--- src/rtl/wb_arb_pkg.sv ---
// Shared types for the two-port Wishbone arbiter: FSM states, port indices
// and the request record that is captured, replayed and held while granted.
package wb_arb_pkg;

  typedef enum logic {IDLE, BUSY} arb_state_t;

  localparam logic PORT_IMEM = 1'b0;
  localparam logic PORT_DMEM = 1'b1;

  typedef struct packed {
    logic [31:0] addr;
    logic        we;
    logic [3:0]  sel;
    logic [31:0] data_wr;
    logic [1:0]  width_hint;
  } wb_req_t;

endpackage

--- src/rtl/wb_req_capture.sv ---
// One-entry holding buffer for a single-cycle strobe that could not be
// forwarded at once; dropped if the requester abandons the cycle.
module wb_req_capture
  import wb_arb_pkg::*;
(
  input  logic    clk,
  input  logic    rst,
  input  logic    capture,
  input  logic    consume,
  input  logic    cyc_drop,
  input  wb_req_t req_in,
  output logic    valid,
  output wb_req_t req
);

  always_ff @(posedge clk) begin
    if (rst) begin
      valid <= 1'b0;
      req   <= '0;
    end else begin
      if (consume || cyc_drop) valid <= 1'b0;
      else if (capture)        valid <= 1'b1;
      if (capture) req <= req_in;
    end
  end

endmodule

--- src/rtl/wb_arbiter_2to1.sv ---
// Round-robin 2:1 Wishbone arbiter (port 0 ifetch, port 1 data) with strobe
// capture/replay and a bus timeout that turns a hung transfer into err.
module wb_arbiter_2to1
  import wb_arb_pkg::*;
#(
  parameter int TIMEOUT_CYCLES = 255
) (
  input  logic        i_clk,
  input  logic        i_rst,
  // requester 0 (instruction fetch)
  input  logic        wb_p0_cyc,
  input  logic        wb_p0_stb,
  input  logic        wb_p0_we,
  input  logic [3:0]  wb_p0_sel,
  input  logic [31:0] wb_p0_addr,
  input  logic [31:0] wb_p0_data_wr,
  output logic [31:0] wb_p0_data_rd,
  output logic        wb_p0_ack,
  output logic        wb_p0_err,
  // requester 1 (data membus)
  input  logic        wb_p1_cyc,
  input  logic        wb_p1_stb,
  input  logic        wb_p1_we,
  input  logic [3:0]  wb_p1_sel,
  input  logic [31:0] wb_p1_addr,
  input  logic [31:0] wb_p1_data_wr,
  output logic [31:0] wb_p1_data_rd,
  output logic        wb_p1_ack,
  output logic        wb_p1_err,
  input  logic [1:0]  i_width_hint0,
  input  logic [1:0]  i_width_hint1,
  // shared downstream bus
  output logic        wb_cyc,
  output logic        wb_stb,
  output logic        wb_we,
  output logic [3:0]  wb_sel,
  output logic [31:0] wb_addr,
  output logic [31:0] wb_data_wr,
  input  logic [31:0] wb_data_rd,
  input  logic        wb_ack,
  input  logic        wb_err,
  output logic [1:0]  o_bus_width_hint,
  output logic        o_grant,
  output logic        o_busy,
  output logic        o_timeout
);

  localparam int            CW       = (TIMEOUT_CYCLES < 1) ? 1 : $clog2(TIMEOUT_CYCLES + 1);
  localparam logic [CW-1:0] TMO_LAST = CW'(TIMEOUT_CYCLES);
  localparam bit            TMO_EN   = (TIMEOUT_CYCLES != 0);

  arb_state_t     state, state_nxt;
  logic           last_grant;
  logic [CW-1:0]  cnt;
  wb_req_t        grant_req, fwd_req, out_req;
  wb_req_t [1:0]  live_req, pend_req;
  logic [1:0]     cyc_in, live, fresh, cand, cap, consume, pend_valid, ack, err;
  logic [1:0][31:0] data_rd;
  logic           win, issue, owner_cyc, owner_done;

  assign cyc_in = {wb_p1_cyc, wb_p0_cyc};
  assign live   = cyc_in & {wb_p1_stb, wb_p0_stb};
  // a strobe from a port that already has a pending entry is illegal and ignored
  assign fresh  = live & ~pend_valid;
  assign cand   = fresh | (pend_valid & cyc_in);

  assign live_req[0] = '{addr: wb_p0_addr, we: wb_p0_we, sel: wb_p0_sel,
                         data_wr: wb_p0_data_wr, width_hint: i_width_hint0};
  assign live_req[1] = '{addr: wb_p1_addr, we: wb_p1_we, sel: wb_p1_sel,
                         data_wr: wb_p1_data_wr, width_hint: i_width_hint1};

  assign win       = (&cand) ? ~last_grant : cand[PORT_DMEM];
  assign fwd_req   = fresh[win] ? live_req[win] : pend_req[win];
  assign owner_cyc = cyc_in[last_grant];

  for (genvar n = 0; n < 2; n++) begin : g_port
    assign consume[n] = issue && (win == 1'(n));
    // the owner may only re-strobe in the cycle it receives its ack/err
    assign cap[n] = fresh[n] && !consume[n] &&
                    !(state == BUSY && last_grant == 1'(n) && !owner_done);
    wb_req_capture u_cap (
      .clk      (i_clk),
      .rst      (i_rst),
      .capture  (cap[n]),
      .consume  (consume[n]),
      .cyc_drop (!cyc_in[n]),
      .req_in   (live_req[n]),
      .valid    (pend_valid[n]),
      .req      (pend_req[n])
    );
  end

  always_ff @(posedge i_clk) begin
    if (i_rst) state <= IDLE;
    else       state <= state_nxt;
  end

  always_comb begin
    state_nxt  = state;
    issue      = 1'b0;
    owner_done = 1'b0;
    out_req    = grant_req;
    wb_cyc     = 1'b0;
    wb_stb     = 1'b0;
    ack        = '0;
    err        = '0;
    data_rd    = '0;
    o_timeout  = 1'b0;
    case (state)
      IDLE: begin
        if (|cand) begin
          issue     = 1'b1;
          wb_cyc    = 1'b1;
          wb_stb    = 1'b1;
          out_req   = fwd_req;
          state_nxt = BUSY;
        end
      end
      BUSY: begin
        if (!owner_cyc) begin
          state_nxt = IDLE;
        end else begin
          wb_cyc              = 1'b1;
          data_rd[last_grant] = wb_data_rd;
          if (wb_ack || wb_err) begin
            ack[last_grant] = wb_ack;
            err[last_grant] = wb_err;
            owner_done      = 1'b1;
            state_nxt       = IDLE;
          end else if (TMO_EN && cnt == TMO_LAST) begin
            wb_cyc          = 1'b0;
            err[last_grant] = 1'b1;
            o_timeout       = 1'b1;
            owner_done      = 1'b1;
            state_nxt       = IDLE;
          end
        end
      end
      default: state_nxt = IDLE;
    endcase
    if (i_rst) begin
      issue     = 1'b0;
      wb_cyc    = 1'b0;
      wb_stb    = 1'b0;
      ack       = '0;
      err       = '0;
      o_timeout = 1'b0;
    end
  end

  // last_grant doubles as the current owner index reported on o_grant
  always_ff @(posedge i_clk) begin
    if (i_rst) begin
      last_grant <= PORT_IMEM;
      cnt        <= '0;
      grant_req  <= '0;
    end else if (issue) begin
      last_grant <= win;
      cnt        <= '0;
      grant_req  <= fwd_req;
    end else if (state == BUSY) begin
      cnt <= cnt + CW'(1);
    end
  end

  assign wb_we            = out_req.we;
  assign wb_sel           = out_req.sel;
  assign wb_addr          = out_req.addr;
  assign wb_data_wr       = out_req.data_wr;
  assign o_bus_width_hint = out_req.width_hint;
  assign o_busy           = (state == BUSY) && !i_rst;
  assign o_grant          = last_grant && !i_rst;

  assign wb_p0_ack     = ack[0];
  assign wb_p0_err     = err[0];
  assign wb_p0_data_rd = data_rd[0];
  assign wb_p1_ack     = ack[1];
  assign wb_p1_err     = err[1];
  assign wb_p1_data_rd = data_rd[1];

endmodule

--- config.mk ---
export PLATFORM = sky130hd
export DESIGN_NAME = wb_arbiter_2to1
export DESIGN_NICKNAME = d
export VERILOG_FILES = /design/src/rtl/wb_arb_pkg.sv /design/src/rtl/wb_req_capture.sv /design/src/rtl/wb_arbiter_2to1.sv
export SDC_FILE = /design/constraint.sdc
export NUM_CORES = 1
export LEC_CHECK = 0
export ABC_AREA = 1
export BUFFER_PORTS_ARGS = -buffer_cell sky130_fd_sc_hd__buf_2
export CAP_MARGIN = 20
export CELL_PAD_IN_SITES_DETAIL_PLACEMENT = 1
export CELL_PAD_IN_SITES_GLOBAL_PLACEMENT = 1
export CORE_ASPECT_RATIO = 1.25
export CORE_MARGIN = 4
export CORE_UTILIZATION = 36
export DETAILED_ROUTE_END_ITERATION = 8
export GPL_ROUTABILITY_DRIVEN = 0
export PLACE_DENSITY = 0.78
export SYNTH_ARGS = -nofsm -noshare
export SYNTH_HDL_FRONTEND = slang
export SYNTH_HIERARCHICAL = 1
export SYNTH_SLANG_ARGS = --single-unit
--- constraint.sdc ---
create_clock -name i_clk -period 2.4 [get_ports i_clk]
set_clock_uncertainty 0.1 [all_clocks]
set_input_delay 0.48 -clock i_clk [delete_from_list [all_inputs] [get_ports i_clk]]
set_output_delay 0.48 -clock i_clk [all_outputs]
set_load 0.005 [all_outputs]
## Word level (Yosys, flattened, before mapping)

Index checks and enable logic that the tools add are counted.

- Output and inout port bits: 144
- Bits of input ports: 182
- Flip-flop bits (word level): 225
- Word-level logic and storage cells: 111

- Equal/unequal tests: 1
- $lt $le $gt $ge: 3
- Add/subtract/negate cells: 1
- Bitwise gates (word level): 11
- Reduce and logical (&&, ||, !) cells: 29
- Muxes and demuxes: 46

Operators by type and width:

| kind | number |
|---|---|
| 2-to-1 mux 71 bit | 7 |
| 2-to-1 mux 64 bit | 2 |
| bitwise AND 64 bit | 1 |
| demux 32 bit (select 1 bit) | 1 |
| 2-to-1 mux 32 bit | 1 |
| 2-to-1 mux 1 bit | 23 |
| 2-to-1 mux 2 bit | 9 |
| logical AND 1 bit | 13 |
| bitwise AND 2 bit | 5 |
| adder 8 x 1 -> 8 bit (second input constant) | 1 |
| equality test 8 bit (second input constant) | 1 |
| zero test 1 bit | 8 |
| OR reduction 2 bit | 4 |
| less-than comparator 1 x 2 -> 1 bit (second input constant) | 2 |
| one-hot mux 1 bit (2 select lines) | 2 |
| logical OR 1 bit | 3 |
| inverter 1 bit | 3 |
| inverter 2 bit | 1 |
| bitwise OR 2 bit | 1 |
| AND reduction 2 bit | 1 |
| demux 1 bit (select 1 bit) | 1 |
| >= comparator 1 bit (second input constant) | 1 |

## Depth between registers and ports, before layout

- Depth in word-level cells: 11
- Depth in mapped cells: 14
- Mapped depth without buffers: 10

## Hierarchy

The synthesis kept the hierarchy.

Modules (own cells, without submodules):

| module | cells an instance | area an instance (um^2) | instances |
|---|---|---|---|
| wb_arbiter_2to1 | 1531 | 7826.3 | 1 |
| wb_req_capture | 455 | 2950.3 | 2 |

## Worst setup path after synthesis

No wires, ideal clock.

- Path type: input to register
- From: input wb_p1_stb
- To: register g_port[0].u_cap.valid
- Library setup time: 0.064 ns
- Arrival: 2.012 ns
- Data required time: 2.236 ns
- Slack: 0.224 ns
- Stages on the path: 13
- Path buffers: 4
- Cell sequence: nor2_2 > nor2_8 > nor2_1 > nor2_4 > nand2_2 > buf_4 > nor2_1 > a211oi_1 > buf_2 > buf_6 > buf_6 > nor2_1 > nor2_1

- Longest elaborated chain between the ends: 11
- Elaborated cells between the ends (all ways): 16

RTL lines:

| what | RTL line | RTL |
|---|---|---|
| start: declaration | wb_arbiter_2to1.sv:22 | `input logic wb_p1_stb,` |
| bitwise AND 2 bit (*) | wb_arbiter_2to1.sv:62 | `assign live = cyc_in & {wb_p1_stb, wb_p0_stb};` |
| bitwise AND 2 bit (*) | wb_arbiter_2to1.sv:64 | `assign fresh = live & ~pend_valid;` |
| bitwise OR 2 bit (*) | wb_arbiter_2to1.sv:65 | `assign cand = fresh \| (pend_valid & cyc_in);` |
| OR reduction 2 bit | wb_arbiter_2to1.sv:111 | `if (\|cand) begin` |
| 2-to-1 mux 1 bit | wb_arbiter_2to1.sv:111 |  |
| 2-to-1 mux 1 bit | wb_arbiter_2to1.sv:109 | `case (state)` |
| 2-to-1 mux 1 bit | wb_arbiter_2to1.sv:141 | `if (i_rst) begin` |
| logical AND 1 bit (*) | wb_arbiter_2to1.sv:77 | `assign consume[n] = issue && (win == 1'(n));` |
| net consume[0] | wb_arbiter_2to1.sv:57 | `logic [1:0] cyc_in, live, fresh, cand, cap, consume, pend_valid, ack, err;` |
| zero test 1 bit (*) | wb_arbiter_2to1.sv:79 | `assign cap[n] = fresh[n] && !consume[n] &&` |
| logical AND 1 bit (*) (2 in a row) | wb_arbiter_2to1.sv:79 |  |
| net cap[0] | wb_arbiter_2to1.sv:57 |  |
| end signal: assignment | wb_req_capture.sv:18 | `valid <= 1'b0;` |
| end signal: assignment | wb_req_capture.sv:21 | `if (consume \|\| cyc_drop) valid <= 1'b0;` |
| end signal: assignment | wb_req_capture.sv:22 | `else if (capture) valid <= 1'b1;` |
| end: declaration | wb_req_capture.sv:12 | `output logic valid,` |

Mark *: on every way through the listed nets, which the timed path passes. The rest lies on a longest branch.
A chain may end at the register's enable or synchronous reset.

## Worst setup path in the final report

- From: register g_port[1].u_cap.valid
- To: output wb_data_wr[18]

- Longest elaborated chain between the ends: 10
- Elaborated cells between the ends (all ways): 16

RTL lines:

| what | RTL line | RTL |
|---|---|---|
| start: declaration | wb_req_capture.sv:12 |  |
| start signal: assignment | wb_req_capture.sv:18 |  |
| start signal: assignment | wb_req_capture.sv:21 |  |
| start signal: assignment | wb_req_capture.sv:22 |  |
| inverter 2 bit | wb_arbiter_2to1.sv:64 |  |
| bitwise AND 2 bit | wb_arbiter_2to1.sv:64 |  |
| bitwise OR 2 bit | wb_arbiter_2to1.sv:65 |  |
| AND reduction 2 bit | wb_arbiter_2to1.sv:72 | `assign win = (&cand) ? ~last_grant : cand[PORT_DMEM];` |
| 2-to-1 mux 1 bit | wb_arbiter_2to1.sv:72 |  |
| 2-to-1 mux 71 bit (not written as such) or 2-to-1 mux 1 bit (tied branches) (2 in a row) | wb_arbiter_2to1.sv:73 | `assign fwd_req = fresh[win] ? live_req[win] : pend_req[win];` |
| 2-to-1 mux 71 bit | wb_arbiter_2to1.sv:73 |  |
| 2-to-1 mux 71 bit (*) | wb_arbiter_2to1.sv:111 |  |
| 2-to-1 mux 71 bit (*) | wb_arbiter_2to1.sv:109 |  |
| end: declaration | wb_arbiter_2to1.sv:38 | `output logic [31:0] wb_data_wr,` |

Mark *: on every way between the ends. The rest lies on a longest branch, timed or not. The select of a mux whose other input is x is not followed.

==> results.sh <==
export IMPL_start_kind="flip-flop"
export IMPL_critical_path_max_fanout=9
export IMPL_cts_buffers=27
export IMPL_reg2reg_from="g_port[1].u_cap/valid$_SDFFE_PP0P_"
export IMPL_rr_endpoint="g_port[0].u_cap/req[22]$_SDFFE_PP0P_"
export IMPL_tightest_slew_ns=0.5401
export IMPL_syn_num_nets=2624
export IMPL_setup_viol=343
export IMPL_regArea_um2=4524
export IMPL_routed_wl_mm=92.09
export IMPL_fill_cells=4871
export IMPL_hold_violations=0
export IMPL_grt_pass1_wl_mm=103.4
export IMPL_dp_hpwl_mm=41.57
export IMPL_p_leak_nw=11.33
export IMPL_multi_input_area_um2=8896
export IMPL_hold_depth=5
export IMPL_tns_ns=-103.89
export IMPL_status="finished with violations"
export IMPL_die_height_um=226.3
export IMPL_rows=79
export IMPL_grt_start_max_net_pins=56
export IMPL_drt_first_pass_iters=5
export IMPL_io_buffers=325
export IMPL_initial_core_util_pct=36.64
export IMPL_final_setup_worst_slack_ns=-0.7137
export IMPL_finalCritPeriodShare_pct=129.7
export IMPL_cp_startpoint="g_port[1].u_cap/valid$_SDFFE_PP0P_"
export IMPL_ir_worst_vdd_v=0.0005363
export IMPL_dp_cells=3273
export IMPL_drt_iter0_drc=1830
export IMPL_antenna_found_initial=4
export IMPL_avgRoutedWirePerCell_um=26.39
export IMPL_finalCriticalPeriod_ns=3.114
export IMPL_clockBufferDepth=3
export IMPL_netlist_area_um2=13730
export IMPL_die_w_um=182.7
export IMPL_synth_distinct_cells=34
export IMPL_yosysTopAreaCellShare_pct=32.81
export IMPL_clk_latency_ns=0.56
export IMPL_p_total_mw=13.03
export IMPL_drcViolationCount=0
export IMPL_nets=3167
export IMPL_cp_slowest_stage_delay_ns=0.35
export IMPL_synth_area_top_cells="dfxtp_1, nand2_1, nor2_1"
export IMPL_cts_sinks=225
export IMPL_worstSetupPathType="reg -> out"
export IMPL_pwr_density_cell_nw_per_um2=580.2
export IMPL_yosysWarnings=6
export IMPL_yosysTopAreaCell="dfxtp_1"
export IMPL_grtUsageTotal_pct=31.15
export IMPL_rsz0062_at_grt="yes"
export IMPL_rrSetupSlack_ns=-0.50
export IMPL_cts_tree="done"
export IMPL_design_die_area_um2=41340
export IMPL_h_tree_depth=1
export IMPL_r2r_cells=17
export IMPL_hold_path_end="g_port[0].u_cap/req[54]$_SDFFE_PP0P_"
export IMPL_num_io_pins=326
export IMPL_end_kind="primary output"
export IMPL_synth_seq_cells=225
export IMPL_worstHoldStart="wb_p0_addr[15]"
export IMPL_worstPathRequired_ns=1.82
export IMPL_drtAntennaViolNets=0
export IMPL_final_max_slew_viol_count=0
export IMPL_via_count=20490
export IMPL_coreArea_um2=37460
export IMPL_synth_cells=2441
export IMPL_clkTransAtPathRegs_ns=0.06
export IMPL_cp_common_cell="nor2_4"
export IMPL_synth_avg_cell_area_um2=5.623
export IMPL_cts_root_buf="clkbuf_16"
export IMPL_overflow=0
export IMPL_worst_hold_path_type="in -> reg"
export IMPL_grt_pass1_vias=19510
export IMPL_cp_num_buf_inv=6
export IMPL_area_growth_pct=63.58
export IMPL_drive_gt1_share_pct=33.64
export IMPL_slew_headroom_pct=63.99
export IMPL_crit_slowest_cell="dfxtp_2"
export IMPL_arrival_ns=2.53
export IMPL_synth_seq_area_share_pct=32.81
export IMPL_fin_cells=3489
export IMPL_violations="negative setup slack"
export IMPL_max_freq_mhz=321.2
export IMPL_cp_top_family="buffers and inverters"
export IMPL_crit_chain="nor2_4 > nor2_8 > buf_4 > nor2_4 > nor2_4 > buf_6 > inv_16 > buf_12 > buf_12 > nand2_1 > o21ai_1 > buf_2"
export IMPL_vias_per_cell=5.872
export IMPL_cap_violations=0
[per-stage QoR]
stage / utilization [%] / instance area (um2) / setup slack [ns] / hold slack, ns
3_3_place_gp: 46.02 / 17240 / -0.2021 / 0.3522
5_1_grt: 59.94 / 22450 / -0.7926 / 0.1584
4_1_cts: 52.75 / 19760 / -0.4541 / 0.1192
6_report: 59.94 / 22450 / -0.7137 / 0.1381
3_5_place_dp: 46.02 / 17240 / -0.2888 / 0.3567
2_1_floorplan: - / 13730 / 0.2243 / 0.3436
[tightest hold or removal path: stages]
cell and delay [ns]:
buf_2 0.11, inv_1 0.05, nand2_1 0.04, nand2_1 0.05, nor2_1 0.03
[synthesized netlist by cell type]
library cell  number
or2_2              1
clkbuf_2           1
inv_2              5
buf_6             16
a21oi_1           76
a31oi_1            1
buf_2             67
ha_1               1
nand4_1            2
inv_1            185
o22ai_1            1
o21ai_1           57
nand2_1         1017
o21a_1             1
nor2_4             1
nor2_2             1
nand2_4            1
nand2_2            5
o31ai_1            1
o211ai_1           2
nand3_1          144
xor2_1             1
buf_1              6
buf_4             14
nor2_1           376
clkbuf_1          70
a211oi_1           1
nor3_1            70
dfxtp_1          225
nor2_8             1
nor4_1             1
xnor2_1            1
o21ai_0           88
nand3b_1           1
[state kept, by name, indices dropped and copies added (netlist names)]
register / flops
g_port.u_cap/valid: 2
g_port.u_cap/req: 142
last_grant: 1
grant_req: 71
state: 1
cnt: 8
[kinds of logic after synthesis]
family | Yosys count | share of synthesized area, %
and+or+nand+nor | 1621 | 46.71
buffers and inverters | 364 | 11.83
AOI/OAI and AO/OA | 228 | 8.422
DFF | 225 | 32.81
xor gates and xnor gates | 2 | 0.1276
adders and majority gates | 1 | 0.09113
[metal layers]
metal | global-route usage [%] | wire length [um] | vias up
met3 | 4.156 | 8003 | 650
met5 | 0 | 30 | -
met1 | 34.32 | 30240 | 9779
met2 | 57.20 | 43730 | 1456
li1 | - | - | 8599
met4 | 17.80 | 10090 | 4
[where the power goes]
group	internal [mW]	total [mW]	leakage (nW)	switching, mW
Clock	2.39	4.24	0.427	1.85
Sequential	3.98	4.15	1.85	0.177
Combinational	1.97	4.63	9.05	2.66
[how the worst max path moves through the flow]
stage | to | slack [ns] | depth (start not counted)
after detailed placement | wb_data_wr[20] | -0.29 | 10
final | wb_data_wr[18] | -0.71 | 12
after floorplan | g_port[0].u_cap/valid$_SDFFE_PP0P_ | 0.22 | 13
after global placement | wb_data_wr[29] | -0.20 | 13
after global routing | wb_data_wr[18] | -0.79 | 12
after CTS | wb_addr[19] | -0.45 | 11
[cell usage in the layout (no fill, tap or decap), types with 2 or more instances in the layout]
| cell | synthesis | final |
|---|---|---|
| nand2_2 | 5 | 91 |
| o21ai_0 | 88 | 22 |
| nand3_4 | 0 | 2 |
| buf_2 | 67 | 320 |
| nand3_1 | 144 | 132 |
| dfxtp_1 | 225 | 215 |
| nor3_4 | 0 | 24 |
| buf_4 | 14 | 173 |
| o21ai_4 | 0 | 6 |
| clkbuf_1 | 70 | 6 |
| o211ai_1 | 2 | 2 |
| nand3_2 | 0 | 10 |
| nor2_4 | 1 | 9 |
| nor3_2 | 0 | 26 |
| buf_12 | 0 | 70 |
| nand2_8 | 0 | 5 |
| nor2_2 | 1 | 26 |
| inv_1 | 185 | 183 |
| clkinv_2 | 0 | 2 |
| clkbuf_8 | 0 | 11 |
| buf_8 | 0 | 8 |
| nor3_1 | 70 | 20 |
| nand2_4 | 1 | 20 |
| dfxtp_4 | 0 | 3 |
| nand2_1 | 1017 | 907 |
| a21oi_1 | 76 | 76 |
| nor2_1 | 376 | 343 |
| buf_16 | 0 | 27 |
| clkbuf_16 | 0 | 68 |
| o21ai_1 | 57 | 78 |
| inv_2 | 5 | 3 |
| buf_6 | 16 | 46 |
| o21ai_2 | 0 | 39 |
| bufbuf_16 | 0 | 3 |
| dfxtp_2 | 0 | 7 |
| nand4_1 | 2 | 2 |
[area by class of cell]
type	instances	area share, %
inverter	190	3.338
multi-input combinational	1852	39.62
timing repair buffer	688	30.31
sequential	225	20.15
clock buffer	44	3.784
tap	486	2.708
clock inverter	3	0.07801
antenna	1	0.01114
[what timing repair did]
item	in CTS	in global routing
endpoints found under the hold margin	0	0
hold buffers	0	0
setup buffers	56	53
gates cloned	22	46
pin swaps	39	109
endpoints found under the setup margin	139	269
resized for setup	178	349
Note: power is estimated with default switching activity, not from simulation.
